===== src/rtl/rvx_core_bus_arbiter.sv =====
// Shares one memory port between the instruction and data buses; a batch of requests is served in turn and answered together.
// Build option RVX_BUS_ARBITER_FAST_RESPONSE_EN forwards a lone master's mem response combinationally and skips RESPOND.
//
// state       | meaning
// IDLE        | waiting for requests; latches the batch on first sight
// DBUS_ACCESS | latched data-bus access on the mem port
// IBUS_ACCESS | latched instruction fetch on the mem port
// RESPOND     | one-cycle coincident responses for the whole batch
module rvx_core_bus_arbiter #(
  parameter bit DBUS_PRIORITY = 1'b1
) (
  input  logic        clock,
  input  logic        reset,
  input  logic [31:0] ibus_address,
  input  logic        ibus_rrequest,
  output logic [31:0] ibus_rdata,
  output logic        ibus_rresponse,
  input  logic [31:0] dbus_address,
  input  logic        dbus_rrequest,
  input  logic        dbus_wrequest,
  input  logic [31:0] dbus_wdata,
  input  logic [3:0]  dbus_wstrobe,
  output logic [31:0] dbus_rdata,
  output logic        dbus_rresponse,
  output logic        dbus_wresponse,
  output logic [31:0] mem_address,
  output logic        mem_rrequest,
  output logic        mem_wrequest,
  output logic [31:0] mem_wdata,
  output logic [3:0]  mem_wstrobe,
  input  logic [31:0] mem_rdata,
  input  logic        mem_rresponse,
  input  logic        mem_wresponse
);

`ifdef RVX_BUS_ARBITER_FAST_RESPONSE_EN
  localparam bit FAST_RESPONSE = 1'b1;
`else
  localparam bit FAST_RESPONSE = 1'b0;
`endif

  typedef enum logic [1:0] {IDLE, DBUS_ACCESS, IBUS_ACCESS, RESPOND} state_t;

  state_t      state, state_nxt;
  logic        pend_i, pend_d, op_write;
  logic [31:0] addr_i, addr_d, wdata_d, buf_i, buf_d;
  logic [3:0]  wstrobe_d;
  logic        req_i, req_d, batch_start, d_done, i_done, single;

  assign req_i       = ibus_rrequest;
  assign req_d       = dbus_rrequest | dbus_wrequest;
  assign batch_start = (state == IDLE) && (req_i || req_d);
  assign d_done      = (state == DBUS_ACCESS) && (op_write ? mem_wresponse : mem_rresponse);
  assign i_done      = (state == IBUS_ACCESS) && mem_rresponse;
  assign single      = pend_i ^ pend_d;

  always_ff @(posedge clock) begin
    if (reset) state <= IDLE;
    else       state <= state_nxt;
  end

  always_comb begin
    state_nxt = state;
    unique case (state)
      IDLE: begin
        if (req_d && (DBUS_PRIORITY || !req_i)) state_nxt = DBUS_ACCESS;
        else if (req_i)                         state_nxt = IBUS_ACCESS;
      end
      DBUS_ACCESS: begin
        if (d_done) begin
          if (DBUS_PRIORITY && pend_i)       state_nxt = IBUS_ACCESS;
          else if (FAST_RESPONSE && single)  state_nxt = IDLE;
          else                               state_nxt = RESPOND;
        end
      end
      IBUS_ACCESS: begin
        if (i_done) begin
          if (!DBUS_PRIORITY && pend_d)      state_nxt = DBUS_ACCESS;
          else if (FAST_RESPONSE && single)  state_nxt = IDLE;
          else                               state_nxt = RESPOND;
        end
      end
      RESPOND: state_nxt = IDLE;
      default: state_nxt = IDLE;
    endcase
  end

  // Buffers are cleared per batch so a master not in the batch reads 0 in RESPOND.
  always_ff @(posedge clock) begin
    if (reset) begin
      pend_i    <= 1'b0;
      pend_d    <= 1'b0;
      op_write  <= 1'b0;
      addr_i    <= '0;
      addr_d    <= '0;
      wdata_d   <= '0;
      wstrobe_d <= '0;
      buf_i     <= '0;
      buf_d     <= '0;
    end else begin
      if (batch_start) begin
        pend_i    <= req_i;
        pend_d    <= req_d;
        op_write  <= dbus_wrequest;
        addr_i    <= ibus_address;
        addr_d    <= dbus_address;
        wdata_d   <= dbus_wdata;
        wstrobe_d <= dbus_wstrobe;
        buf_i     <= '0;
        buf_d     <= '0;
      end
      if (d_done && !op_write) buf_d <= mem_rdata;
      if (i_done)              buf_i <= mem_rdata;
      if (state != IDLE && state_nxt == IDLE) begin
        pend_i <= 1'b0;
        pend_d <= 1'b0;
      end
    end
  end

  always_comb begin
    mem_address    = '0;
    mem_rrequest   = 1'b0;
    mem_wrequest   = 1'b0;
    mem_wdata      = '0;
    mem_wstrobe    = '0;
    ibus_rdata     = '0;
    ibus_rresponse = 1'b0;
    dbus_rdata     = '0;
    dbus_rresponse = 1'b0;
    dbus_wresponse = 1'b0;
    unique case (state)
      DBUS_ACCESS: begin
        mem_address  = addr_d;
        mem_rrequest = !op_write;
        mem_wrequest = op_write;
        if (op_write) begin
          mem_wdata   = wdata_d;
          mem_wstrobe = wstrobe_d;
        end
        if (FAST_RESPONSE && single) begin
          dbus_rresponse = d_done && !op_write;
          dbus_wresponse = d_done && op_write;
          if (d_done && !op_write) dbus_rdata = mem_rdata;
        end
      end
      IBUS_ACCESS: begin
        mem_address  = addr_i;
        mem_rrequest = 1'b1;
        if (FAST_RESPONSE && single) begin
          ibus_rresponse = i_done;
          if (i_done) ibus_rdata = mem_rdata;
        end
      end
      RESPOND: begin
        ibus_rresponse = pend_i;
        dbus_rresponse = pend_d && !op_write;
        dbus_wresponse = pend_d && op_write;
        ibus_rdata     = buf_i;
        dbus_rdata     = buf_d;
      end
      default: ;
    endcase
  end

endmodule


===== config.mk =====
export PLATFORM = sky130hd
export DESIGN_NAME = rvx_core_bus_arbiter
export DESIGN_NICKNAME = d
export VERILOG_FILES = /design/src/rtl/rvx_core_bus_arbiter.sv
export SDC_FILE = /design/constraint.sdc
export NUM_CORES = 1
export LEC_CHECK = 0
export BUFFER_PORTS_ARGS = -buffer_cell sky130_fd_sc_hd__buf_2
export CAP_MARGIN = 40
export CELL_PAD_IN_SITES_DETAIL_PLACEMENT = 2
export CELL_PAD_IN_SITES_GLOBAL_PLACEMENT = 2
export CORE_MARGIN = 2
export CORE_UTILIZATION = 28
export DETAILED_ROUTE_END_ITERATION = 10
export GPL_ROUTABILITY_DRIVEN = 0
export PLACE_DENSITY_LB_ADDON = 0.1
export SLEW_MARGIN = 15
export SYNTH_ARGS = -nofsm -noshare
export SYNTH_HDL_FRONTEND = slang
export SYNTH_SLANG_ARGS = --single-unit

===== constraint.sdc =====
create_clock -name clock -period 3.3 [get_ports clock]
set_input_delay 0.33 -clock clock [delete_from_list [all_inputs] [get_ports clock]]
set_output_delay 0.33 -clock clock [all_outputs]
set_load 0.03 [all_outputs]

## Word level (Yosys, flattened, before mapping)

Cells that the tools add are included.

- Equal/unequal tests: 3
- Mux-type cells: 22
- Bitwise logic cells: 1
- Reductions and logical operators: 15

Operators by type and width:

| kind | number |
|---|---|
| 32-bit 2-to-1 mux | 7 |
| 32-bit one-hot mux with 2 select lines | 1 |
| 2-bit 2-to-1 mux | 4 |
| 4-bit 2-to-1 mux | 2 |
| 2-bit one-hot mux with 4 select lines | 1 |
| 1-bit logical AND | 7 |
| 1-bit 2-to-1 mux | 6 |
| 2-bit nonzero test | 3 |
| 2-bit == test, second input constant | 2 |
| 2-bit zero test | 2 |
| 2-bit by 1-bit == test with 1-bit output, second input constant | 1 |
| 1-bit one-hot mux with 2 select lines | 1 |
| 2-bit OR reduction | 1 |
| 1-bit zero test | 1 |
| 1-bit logical OR | 1 |
| 1-bit OR | 1 |

- Register bits: 169
- Output and inout port bits: 137
- Logic and storage cells: 51

## Depth between registers and ports, before layout

Gate-level depths: netlist (run 1).

- Word-level depth: 7
- Gate-level depth with buffers: 9
- Mapped depth without buffers: 6

## Worst setup path before layout (run 1)

Ideal clock, no wire load.

- Path type: flip-flop to output port
- Start point: register state[1]
- End point: output port mem_address[0]
- Arrival: 1576 ps
- Slack: 1394 ps
- Cell stages (with the launch flop): 7
- Path through: dfxtp_1 -> inv_1 -> ha_1 -> buf_2 -> buf_1 -> a22oi_1 -> nor2b_1

- Longest elaborated chain between the ends: 2
- Elaborated cells between the ends (all ways): 3
- Classes of those cells: 2 x eq/ne; 1 x mux

Ends and longest elaborated chain:

| what | RTL line | source |
|---|---|---|
| start: declaration | 44 | `state_t state, state_nxt;` |
| start signal: assignment | 59 | `else state <= state_nxt;` |
| 2-bit == test or 2-bit by 1-bit == test with 1-bit output (tied branches) | 132 | `unique case (state)` |
| 32-bit one-hot mux with 2 select lines * | 132 |  |
| end: declaration | 26 | `output logic [31:0] mem_address,` |

Every way passes the cells marked *; elsewhere a longest branch is shown, timed or not.

## Worst setup path after layout (run 1)

Same ends and word-level chain as after synthesis.

==> summary.txt, run 1 <==
1st-iter DRT viols - 345
Main combinational cell family by area after synthesis - simple AND/OR/NAND/NOR gates
Post-synthesis adder-cell area fraction - 0.00862
Synth warn - 0
Post-CTS sizing - 0
Worst EP required - 2.97 ns
Clock buffer depth - 2
Relative slew margins - 0.372
Setup violators final - 0
Simple-Gate Fraction of Synth Area - 0.307
Pwr dens - 559 nW/um2
DR vias - 7,377
Slack of the worst reg-to-reg path - 1.12 ns
EDFF count, synth - 0
Syn Area/Cell - 7.59 um2
First-pass iteration count of the detailed router - 4
Synth top area share - 0.466
Max Fclk - 0.364 GHz
Netlist Area Pre-Place - 7260 um2
Starting Density - 0.287
Yosys top cell by area - dfxtp_1
Area of the core - 25,300 um2
Syn_nets - 1,100
Largest net degree at the start of global routing - 166
Crit end category - primary output
HPWL after DPL - 18,200 um
Worst r2r src - state[0]
CTS Buf Count - 17
Hold-fix buffers, CTS - 0
Synth-to-layout area growth - 29.7%
R2r endpoint - buf_i[2]
Post-synthesis compound-gate area fraction - 0.162
CTS tree - yes
Slew Limit Fails - 0
Via/cell ratio - 4.84
Hold Path Class - in2reg
P_int - 3.54 mW
Mux contribution to synthesized area - 0.00276
Clk pwr share - 0.370
Sequential-to-total area share from yosys stat - 0.466
Post-synthesis register bit count - 169
Critical path data arrival time - 2.41 ns
Count of cell types in the netlist - 28
Hold worst-path end - addr_i[15]
Crit path kind - reg2out
XOR/XNOR Fraction of Synth Area - 0
Fraction of layout cells with a size suffix above 1 - 0.274
CP cell instances - inv_1 -> ha_2 -> buf_4 -> a22oi_1 -> nor2b_1 -> buf_2
CTS Root Cell - clkbuf_16
Cell family with most CP delay - buffers and inverters
Most common cell in the netlist - nand2_1
Commonest cells in the netlist - 270 x nand2_1, 169 x dfxtp_1, 166 x a21oi_1
Status - finished, final reports clean
Post-synth top flop - dfxtp_1
Total congestion overflow - 0
Leakage power - 4.23 nW
H-Tree Level Count - 4
Maximum fanout along the worst path - 39
Peak VDD IR - 0.000282 V
Hold Fails Final Rpt - 0
Buffers and inverters on the worst path - 3
Clock latency on the worst-skew pair - 0.43 ns
Fin crit period - 2.74 ns
Total wire length - 27,000 um
Min-delay src - ibus_address[15]
First-pass GRT wire length - 41,700 um
Period utilization - 0.832
Max incr delay on CP - 0.56 ns
Post-route ant nets - 0
Syn Inst Count - 956
DRC - 0
Final Skew - 0.0163 ns
Tot Pwr - 5.27 mW
Number of global-route vias before repair - 7,510
NetSw - 1.72 mW
Comb power frac - 0.192
Die X-Extent - 165 um
GRT Overall Usage - 0.196
Unrepaired setup endpoints after global routing - false
Worst-path clk slew - 0.08 ns
CP Launch Type - flop
Top cells by area, synth - dfxtp_1 47%, nand2_1 14%, a21oi_1 11%, and2_1 5.9%, nand3_1 4.4%
Fin Hold WS - 0.126 ns
Setup TNS Final - 0 ns
Number of placement rows - 58
Input/output buffers - 275
Initial antenna violation count - 8
Cells on worst reg2reg path - 6
Register share of total power - 0.438
Post-CTS Setup Bufs - 0
Worst-Margin Slew - 0.942 ns
# clock sinks - 169
Async set or reset register ratio after synthesis - 0
Area of the die - 27,200 um2
Wire length per cell - 17.7 um
Worst hold path cell count - 3
Die H - 165 um
Nets - 1,320
Slowest-stage cell, CP - ha_2
Max-cap violations - 0
Switch share - 0.327
Ports - 276
==> through the flow <==
stage / utilization / setup WS [ns] / instance area [um2] / std cells
2_1_floorplan: - / 1.39 / 7260 / 956
3_3_place_gp: 0.349 / 1.10 / 8850 / 1487
3_5_place_dp: 0.349 / 0.968 / 8850 / 1487
4_1_cts: 0.371 / 0.493 / 9400 / 1519
5_1_grt: 0.371 / 0.352 / 9410 / 1521
6_report: 0.372 / 0.555 / 9420 / 1525
==> logic make-up after synthesis <==
group,count (synthesis)
compound gates,211
buf+inv,91
flops,169
simple gates,478
mux,2
fa+ha+maj,5
==> power groups by stage <==
stage	clock, mW	combinational (mW)	sequential, mW
after floorplan	0	0.701	2.32
after global placement	0	1.01	2.35
after detailed placement	0	1.04	2.36
after CTS	2.02	1.04	2.31
after global routing	2.08	1.14	2.33
final	1.95	1.01	2.31
==> registers in the layout (all words and copies together), names as in the netlist <==
signal	cells
addr_d	32
addr_i	32
buf_d	32
buf_i	32
wdata_d	32
wstrobe_d	4
state	2
op_write	1
pend_d	1
pend_i	1
==> metal layers <==
metal  track usage  part of all wire
met5             0            0.0015
met3        0.0472             0.051
met1         0.249              0.45
met4        0.0486             0.010
met2         0.335              0.49
==> cell type report <==
cell class / count / area, um2
fill: 3017 / 15900
timing repair buffer: 290 / 1550
sequential: 169 / 3380
tap: 330 / 413
clock buffer: 19 / 443
inverter: 2 / 7.51
clock inverter: 13 / 111
multi-input combinational: 696 / 3500
antenna: 6 / 15.0
==> worst register-to-register path: stages (launching register included) <==
cell	delay (ns)
dfxtp_1	0.40
inv_1	0.14
ha_1	0.36
o31ai_4	0.12
buf_12	0.49
nand3_1	0.44
a21oi_1	0.17
==> cell usage in the layout (no fill, tap or decap), types with 2 or more instances in the layout <==
cell / netlist / routed
ha_1: 5 / 3
a211oi_1: 2 / 2
and2_1: 68 / 68
clkinvlp_4: 0 / 3
buf_2: 22 / 274
nor2_1: 3 / 3
buf_4: 6 / 11
a22oi_1: 33 / 33
clkinv_4: 0 / 4
buf_12: 0 / 4
inv_6: 0 / 3
dfxtp_1: 169 / 169
inv_8: 0 / 2
and3_1: 37 / 37
nor3_1: 2 / 2
a21oi_1: 166 / 166
nor2b_1: 32 / 32
ha_2: 0 / 2
mux2i_1: 2 / 2
nand3_1: 64 / 64
inv_1: 2 / 2
clkbuf_16: 0 / 17
diode_2: 0 / 6
nand2_1: 270 / 270
o21ai_0: 3 / 3
==> worst max path at each step <==
stage / startpoint / to / depth (start not counted)
finish: state[1] / mem_address[0] / 6
global route: state[1] / mem_address[0] / 6
CTS: state[1] / mem_address[0] / 6
detailed placement: state[1] / mem_address[0] / 6
global placement: state[1] / mem_address[29] / 6
floorplan: state[1] / mem_address[0] / 6
Power figures use the tool's default switching activity.
==> run 2, diff against run 1 <==
--- a/config.mk
+++ b/config.mk
@@ -5,12 +5,13 @@
 export SDC_FILE = /design/constraint.sdc
 export NUM_CORES = 1
 export LEC_CHECK = 0
+export ABC_AREA = 1
 export BUFFER_PORTS_ARGS = -buffer_cell sky130_fd_sc_hd__buf_2
 export CAP_MARGIN = 40
 export CELL_PAD_IN_SITES_DETAIL_PLACEMENT = 2
 export CELL_PAD_IN_SITES_GLOBAL_PLACEMENT = 2
 export CORE_MARGIN = 2
-export CORE_UTILIZATION = 28
+export CORE_UTILIZATION = 26
 export DETAILED_ROUTE_END_ITERATION = 10
 export GPL_ROUTABILITY_DRIVEN = 0
 export PLACE_DENSITY_LB_ADDON = 0.1
==> constraint.sdc (replaced) <==
create_clock -name clock -period 2.7 [get_ports clock]
set_input_delay 0.27 -clock clock [delete_from_list [all_inputs] [get_ports clock]]
set_output_delay 0.27 -clock clock [all_outputs]
set_load 0.03 [all_outputs]
==> run 2 against run 1 <==
Effect of this change: synthesized cell count increased by 12%; die area increased by 11%; total power increased by 74%; final cell count increased by 11%; highest routed layer unchanged.
==> summary.txt, run 2 <==
Maximum fanout along the worst path - 44
Top cells by area, synth - dfxtp_1 45%, a21oi_1 9.3%, nand2_1 8.9%, inv_1 5.6%, nor2_1 5.1%
Starting Density - 0.263
Critical path data arrival time - 2.11 ns
Async set or reset register ratio after synthesis - 0
Synth-to-layout area growth - 28.9%
GRT Overall Usage - 0.187
Worst-Margin Slew - 0.768 ns
Synth warn - 0
Post-synthesis compound-gate area fraction - 0.163
Comb power frac - 0.374
Setup violators final - 0
Most common cell after layout, fill and taps aside - buf_2
Syn_nets - 1,217
P_int - 5.31 mW
Final core occ - 0.339
Main combinational cell family by area after synthesis - simple AND/OR/NAND/NOR gates
Commonest cells after routing, fill and taps aside - 275 x buf_2, 177 x nand2_1, 169 x dfxtp_1
Buffers and inverters on the worst path - 3
Max-cap violations - 0
Crit end category - primary output
DRC - 0
Syn Inst Count - 1,073
Register share of total power - 0.366
Commonest cells in the netlist - 177 x nand2_1, 169 x dfxtp_1, 140 x a21oi_1
Total wire length - 28,300 um
Peak VDD IR - 0.000527 V
Sequential-to-total area share from yosys stat - 0.451
Input/output buffers - 275
Slew Limit Fails - 0
Worst EP required - 2.43 ns
Clk pwr share - 0.260
Syn Area/Cell - 6.99 um2
DR vias - 7,935
Most common cell in the netlist - nand2_1
Max incr delay on CP - 0.48 ns
Area of the die - 30,200 um2
Area of the core - 28,500 um2
Simple-Gate Fraction of Synth Area - 0.258
Clock buffer depth - 2
Final Skew - 0.0156 ns
Post-route ant nets - 0
HPWL after DPL - 18,900 um
Nets - 1,437
Switch share - 0.420
Clock latency on the worst-skew pair - 0.43 ns
Unrepaired setup endpoints after global routing - false
Crit path kind - reg2out
Hold-fix buffers, CTS - 0
Global route hottest layer - met2
Die H - 174 um
Fraction of layout cells with a size suffix above 1 - 0.256
Count of cell types in the netlist - 22
Slowest-stage cell, CP - buf_4
CP cell instances - inv_1 -> ha_2 -> buf_4 -> nand2_1 -> a21oi_1 -> buf_2
Worst Slack Setup Final - 0.317 ns
Largest net degree at the start of global routing - 105
XOR/XNOR Fraction of Synth Area - 0
Fin crit period - 2.38 ns
Period utilization - 0.882
Yosys top cell by area - dfxtp_1
Placed cell areas - 9100 um2
Max Fclk - 0.420 GHz
EDFF count, synth - 0
Met3 track demand over resource - 0.0520
Post-synthesis adder-cell area fraction - 0.00834
GR Util met2 - 0.306
Hold Path Class - in2reg
First-pass GRT wire length - 45,400 um
NetSw - 3.86 mW
1st-iter DRT viols - 339
Total congestion overflow - 0
CP Launch Type - flop
CTS Root Cell - clkbuf_16
Relative slew margins - 0.488
Die X-Extent - 174 um
Met1 usage - 0.244
Worst-path clk slew - 0.07 ns
CTS tree - yes
Hold Fails Final Rpt - 0
# clock sinks - 169
Setup TNS Final - 0 ns
Status - finished, final reports clean
Post-CTS Setup Bufs - 0
Wire length per cell - 16.7 um
Leakage power - 4.68 nW
Pwr dens - 949 nW/um2
Pre-CTS setup slack - 0.639 ns
Post-synth top flop - dfxtp_1
Synth top area share - 0.451
Post-CTS sizing - 0
Via/cell ratio - 4.69
Cell family with most CP delay - buffers and inverters
Mux contribution to synthesized area - 0
Ports - 276
First-pass iteration count of the detailed router - 5
Post-synthesis register bit count - 169
Total of fill cells in the finished design - 3,515
Number of global-route vias before repair - 8,310
Finished Cell Area - 9670 um2
H-Tree Level Count - 4
Netlist Area Pre-Place - 7500 um2
CTS Buf Count - 17
Number of placement rows - 62
Initial antenna violation count - 4
## run 2: routing by layer
layer  up-vias  wire (um)  share of wire
li1       3928          -              -
met1      3820      13100           0.46
met2       169      13400           0.47
met3        16       1610          0.057
met4         2        242         0.0085
met5         -         11        0.00039
## run 2: final cells by class
class | count | area, um2 | share of cell area
well taps | 384 | 480 | 0.0497
multi-input cells | 694 | 3230 | 0.334
flip-flops and latches | 169 | 3380 | 0.350
repair buffers | 296 | 1580 | 0.164
clock buffers | 19 | 433 | 0.0448
clock inverters | 12 | 118 | 0.0122
diodes | 4 | 10.0 | 0.00104
inverters | 115 | 432 | 0.0447
## run 2: path summary, 6_finish.rpt
path / slack (ns) / depth (start not counted) / endpoint / startpoint
setup / recovery: 0.32 / 6 / mem_address[30] / state[1]
hold / removal: 0.08 / 3 / addr_i[2] / ibus_address[2]
setup reg to reg: 0.65 / 8 / buf_i[10] / state[0]
hold reg to reg: 0.45 / 2 / wdata_d[29] / wdata_d[29]
## run 2: tightest hold or removal path, cell delays in order
cell and delay, ns:
buf_2 0.07, o21ai_1 0.06, nor2_1 0.07
## run 2: power groups by stage
stage	logic, mW	registers (mW)	clock network, mW
after global placement	3.48	3.39	0
after global routing	3.86	3.44	2.59
after detailed placement	3.51	3.42	0
after CTS	3.53	3.37	2.48
final	3.43	3.36	2.38
after floorplan	2.57	3.34	0
## run 2: logic make-up (layout without fill, tap and decap cells)
| kind of cell | Yosys count | in the layout |
|---|---|---|
| AND/OR/NAND/NOR | 445 | 445 |
| AO/OA/AOI/OAI | 244 | 244 |
| buffers and inverters | 210 | 442 |
| flip-flops | 169 | 169 |
| adder cells (fa/ha/maj) | 5 | 5 |
| other | 0 | 4 |
## run 2: per-stage QoR
stage               hold slack [ns]  total power, mW  instances
floorplan                     0.410             5.91       1073
global placement              0.442             6.87       1658
detailed placement            0.449             6.93       1658
CTS                          0.0634             9.37       1689
global route                 0.0752             9.89       1690
finish                       0.0784             9.17       1693
==> run 3, diff against run 2 <==
--- a/config.mk
+++ b/config.mk
@@ -14,7 +14,7 @@
 export CORE_UTILIZATION = 26
 export DETAILED_ROUTE_END_ITERATION = 10
 export GPL_ROUTABILITY_DRIVEN = 0
-export PLACE_DENSITY_LB_ADDON = 0.1
+export PLACE_DENSITY_LB_ADDON = 0.2
 export SLEW_MARGIN = 15
 export SYNTH_ARGS = -nofsm -noshare
 export SYNTH_HDL_FRONTEND = slang
==> run 3 against run 2 <==
Effect of this change: setup slack got worse by 0.080 ns; routed wire length increased by 2.0%; clock power increased by 7%; via count increased by 1.1%; maximum frequency decreased by 3.3%; global-route usage increased by 0.27 points; critical path depth unchanged; count of clock-buffer cells in the layout unchanged; final cell count increased by 0.35%; die area unchanged; sequential share of layout area decreased by 0.23 points; critical endpoint is now mem_address[1]; largest cell class unchanged.
==> summary.txt, run 3 (same netlist as run 2, synthesis figures left out) <==
Status - finished, final reports clean
Setup TNS Final - 0 ns
Number of global-route vias before repair - 8,372
# clock sinks - 169
First-pass iteration count of the detailed router - 6
Total wire length - 28,900 um
Die X-Extent - 174 um
Leakage power - 4.72 nW
Fraction of layout cells with a size suffix above 1 - 0.258
Input/output buffers - 275
Peak VDD IR - 0.000594 V
Ports - 276
Unrepaired setup endpoints after global routing - false
CP cell instances - inv_1 -> ha_1 -> inv_1 -> buf_4 -> a21oi_1 -> buf_2
Max Fclk - 0.406 GHz
H-Tree Level Count - 4
HPWL after DPL - 19,500 um
Relative slew margins - 0.499
GRT Overall Usage - 0.189
Period utilization - 0.912
Most common cell after layout, fill and taps aside - buf_2
Worst EP required - 2.43 ns
1st-iter DRT viols - 380
Total congestion overflow - 0
Hold Path Class - in2reg
Worst-Margin Slew - 0.752 ns
DRC - 0
Final Non-Filler Cells - 1,699
Area of the core - 28,500 um2
Clock buffer depth - 2
Largest net degree at the start of global routing - 103
Setup violators final - 0
Slew Limit Fails - 0
Post-CTS Setup Bufs - 0
Worst-path clk slew - 0.08 ns
Total of fill cells in the finished design - 3,533
Initial antenna violation count - 8
Worst path most repeated cell - inv_1
Max incr delay on CP - 0.41 ns
Commonest cells after routing, fill and taps aside - 275 x buf_2, 177 x nand2_1, 169 x dfxtp_1
Critical path data arrival time - 2.19 ns
Crit end category - primary output
Max-cap violations - 0
CTS Buf Count - 17
CTS Root Cell - clkbuf_16
Final Skew - 0.0187 ns
Post-route ant nets - 0
Area of the multi-input gates - 3230 um2
Wire length per cell - 17.0 um
Die H - 174 um
Cell family with most CP delay - buffers and inverters
Placed cells - 1,659
Buffers and inverters on the worst path - 4
Reg area - 3380 um2
Pwr dens - 961 nW/um2
Post-CTS sizing - 0
Area of the die - 30,200 um2
CP Launch Type - flop
Maximum fanout along the worst path - 13
Hold Fails Final Rpt - 0
Final core occ - 0.341
Starting Density - 0.263
Fin crit period - 2.46 ns
Via/cell ratio - 4.72
Number of placement rows - 62
Synth-to-layout area growth - 29.7%
Nets - 1,438
Clock latency on the worst-skew pair - 0.44 ns
DR vias - 8,019
Crit path kind - reg2out
First-pass GRT wire length - 45,700 um
Slowest-stage cell, CP - inv_1
Hold-fix buffers, CTS - 0
CTS tree - yes
## run 3: cell count changes in the layout (fill, tap and decap cells not counted)
| cell | delta |
|---|---|
| clkinvlp_4 | -4 |
| diode_2 | +4 |
| inv_8 | +4 |
| inv_6 | +2 |
| buf_4 | +1 |
| clkbuf_1 | -1 |
| clkbuf_8 | +1 |
| clkinv_2 | -1 |
| clkinv_4 | -1 |
| clkinv_8 | +1 |
## run 3: final timing paths
check | from | end | slack (ns) | cells past startpoint
worst max-delay path | state[0] | mem_address[1] | 0.24 | 6
worst min-delay path | dbus_address[30] | addr_d[30] | 0.07 | 3
worst min register to register | wdata_d[29] | wdata_d[29] | 0.45 | 2
worst max register to register | state[0] | addr_d[31] | 0.63 | 7
## run 3: layout make-up
cell class                      count  share of cell area
Sequential cell                   169               0.348
Tap cell                          384              0.0494
Multi-Input combinational cell    694               0.332
Antenna cell                        8             0.00206
Inverter                          115              0.0444
Timing Repair Buffer              297               0.164
Clock inverter                     13              0.0157
Clock buffer                       19              0.0455
## run 3: layer usage
metal	global-route usage	vias to the layer above	share of wire
li1	-	3939	-
met1	0.243	3869	0.46
met2	0.311	181	0.47
met3	0.0493	24	0.056
met4	0.0581	6	0.015
met5	0	-	0.0016
## run 3: tightest hold or removal path, stage by stage
cell	delay, ns
buf_2	0.07
o21ai_1	0.06
nor2_1	0.07
## run 3: power by group
part / switching (mW) / total, mW / internal [mW]
clock network: 1.19 / 2.54 / 1.35
logic: 2.48 / 3.43 / 0.949
registers: 0.283 / 3.37 / 3.09
## run 3: through the flow
| stage | instance area, um2 | power, mW | hold WS, ns | setup WS [ns] |
|---|---|---|---|---|
| 4_1_cts | 9710 | 9.51 | 0.0521 | 0.180 |
| 3_5_place_dp | 9110 | 6.92 | 0.447 | 0.631 |
| 3_3_place_gp | 9110 | 6.83 | 0.442 | 0.703 |
| 2_1_floorplan | 7500 | 5.91 | 0.410 | 0.833 |
| 5_1_grt | 9720 | 10.0 | 0.0732 | 0.0297 |
| 6_report | 9730 | 9.35 | 0.0717 | 0.237 |
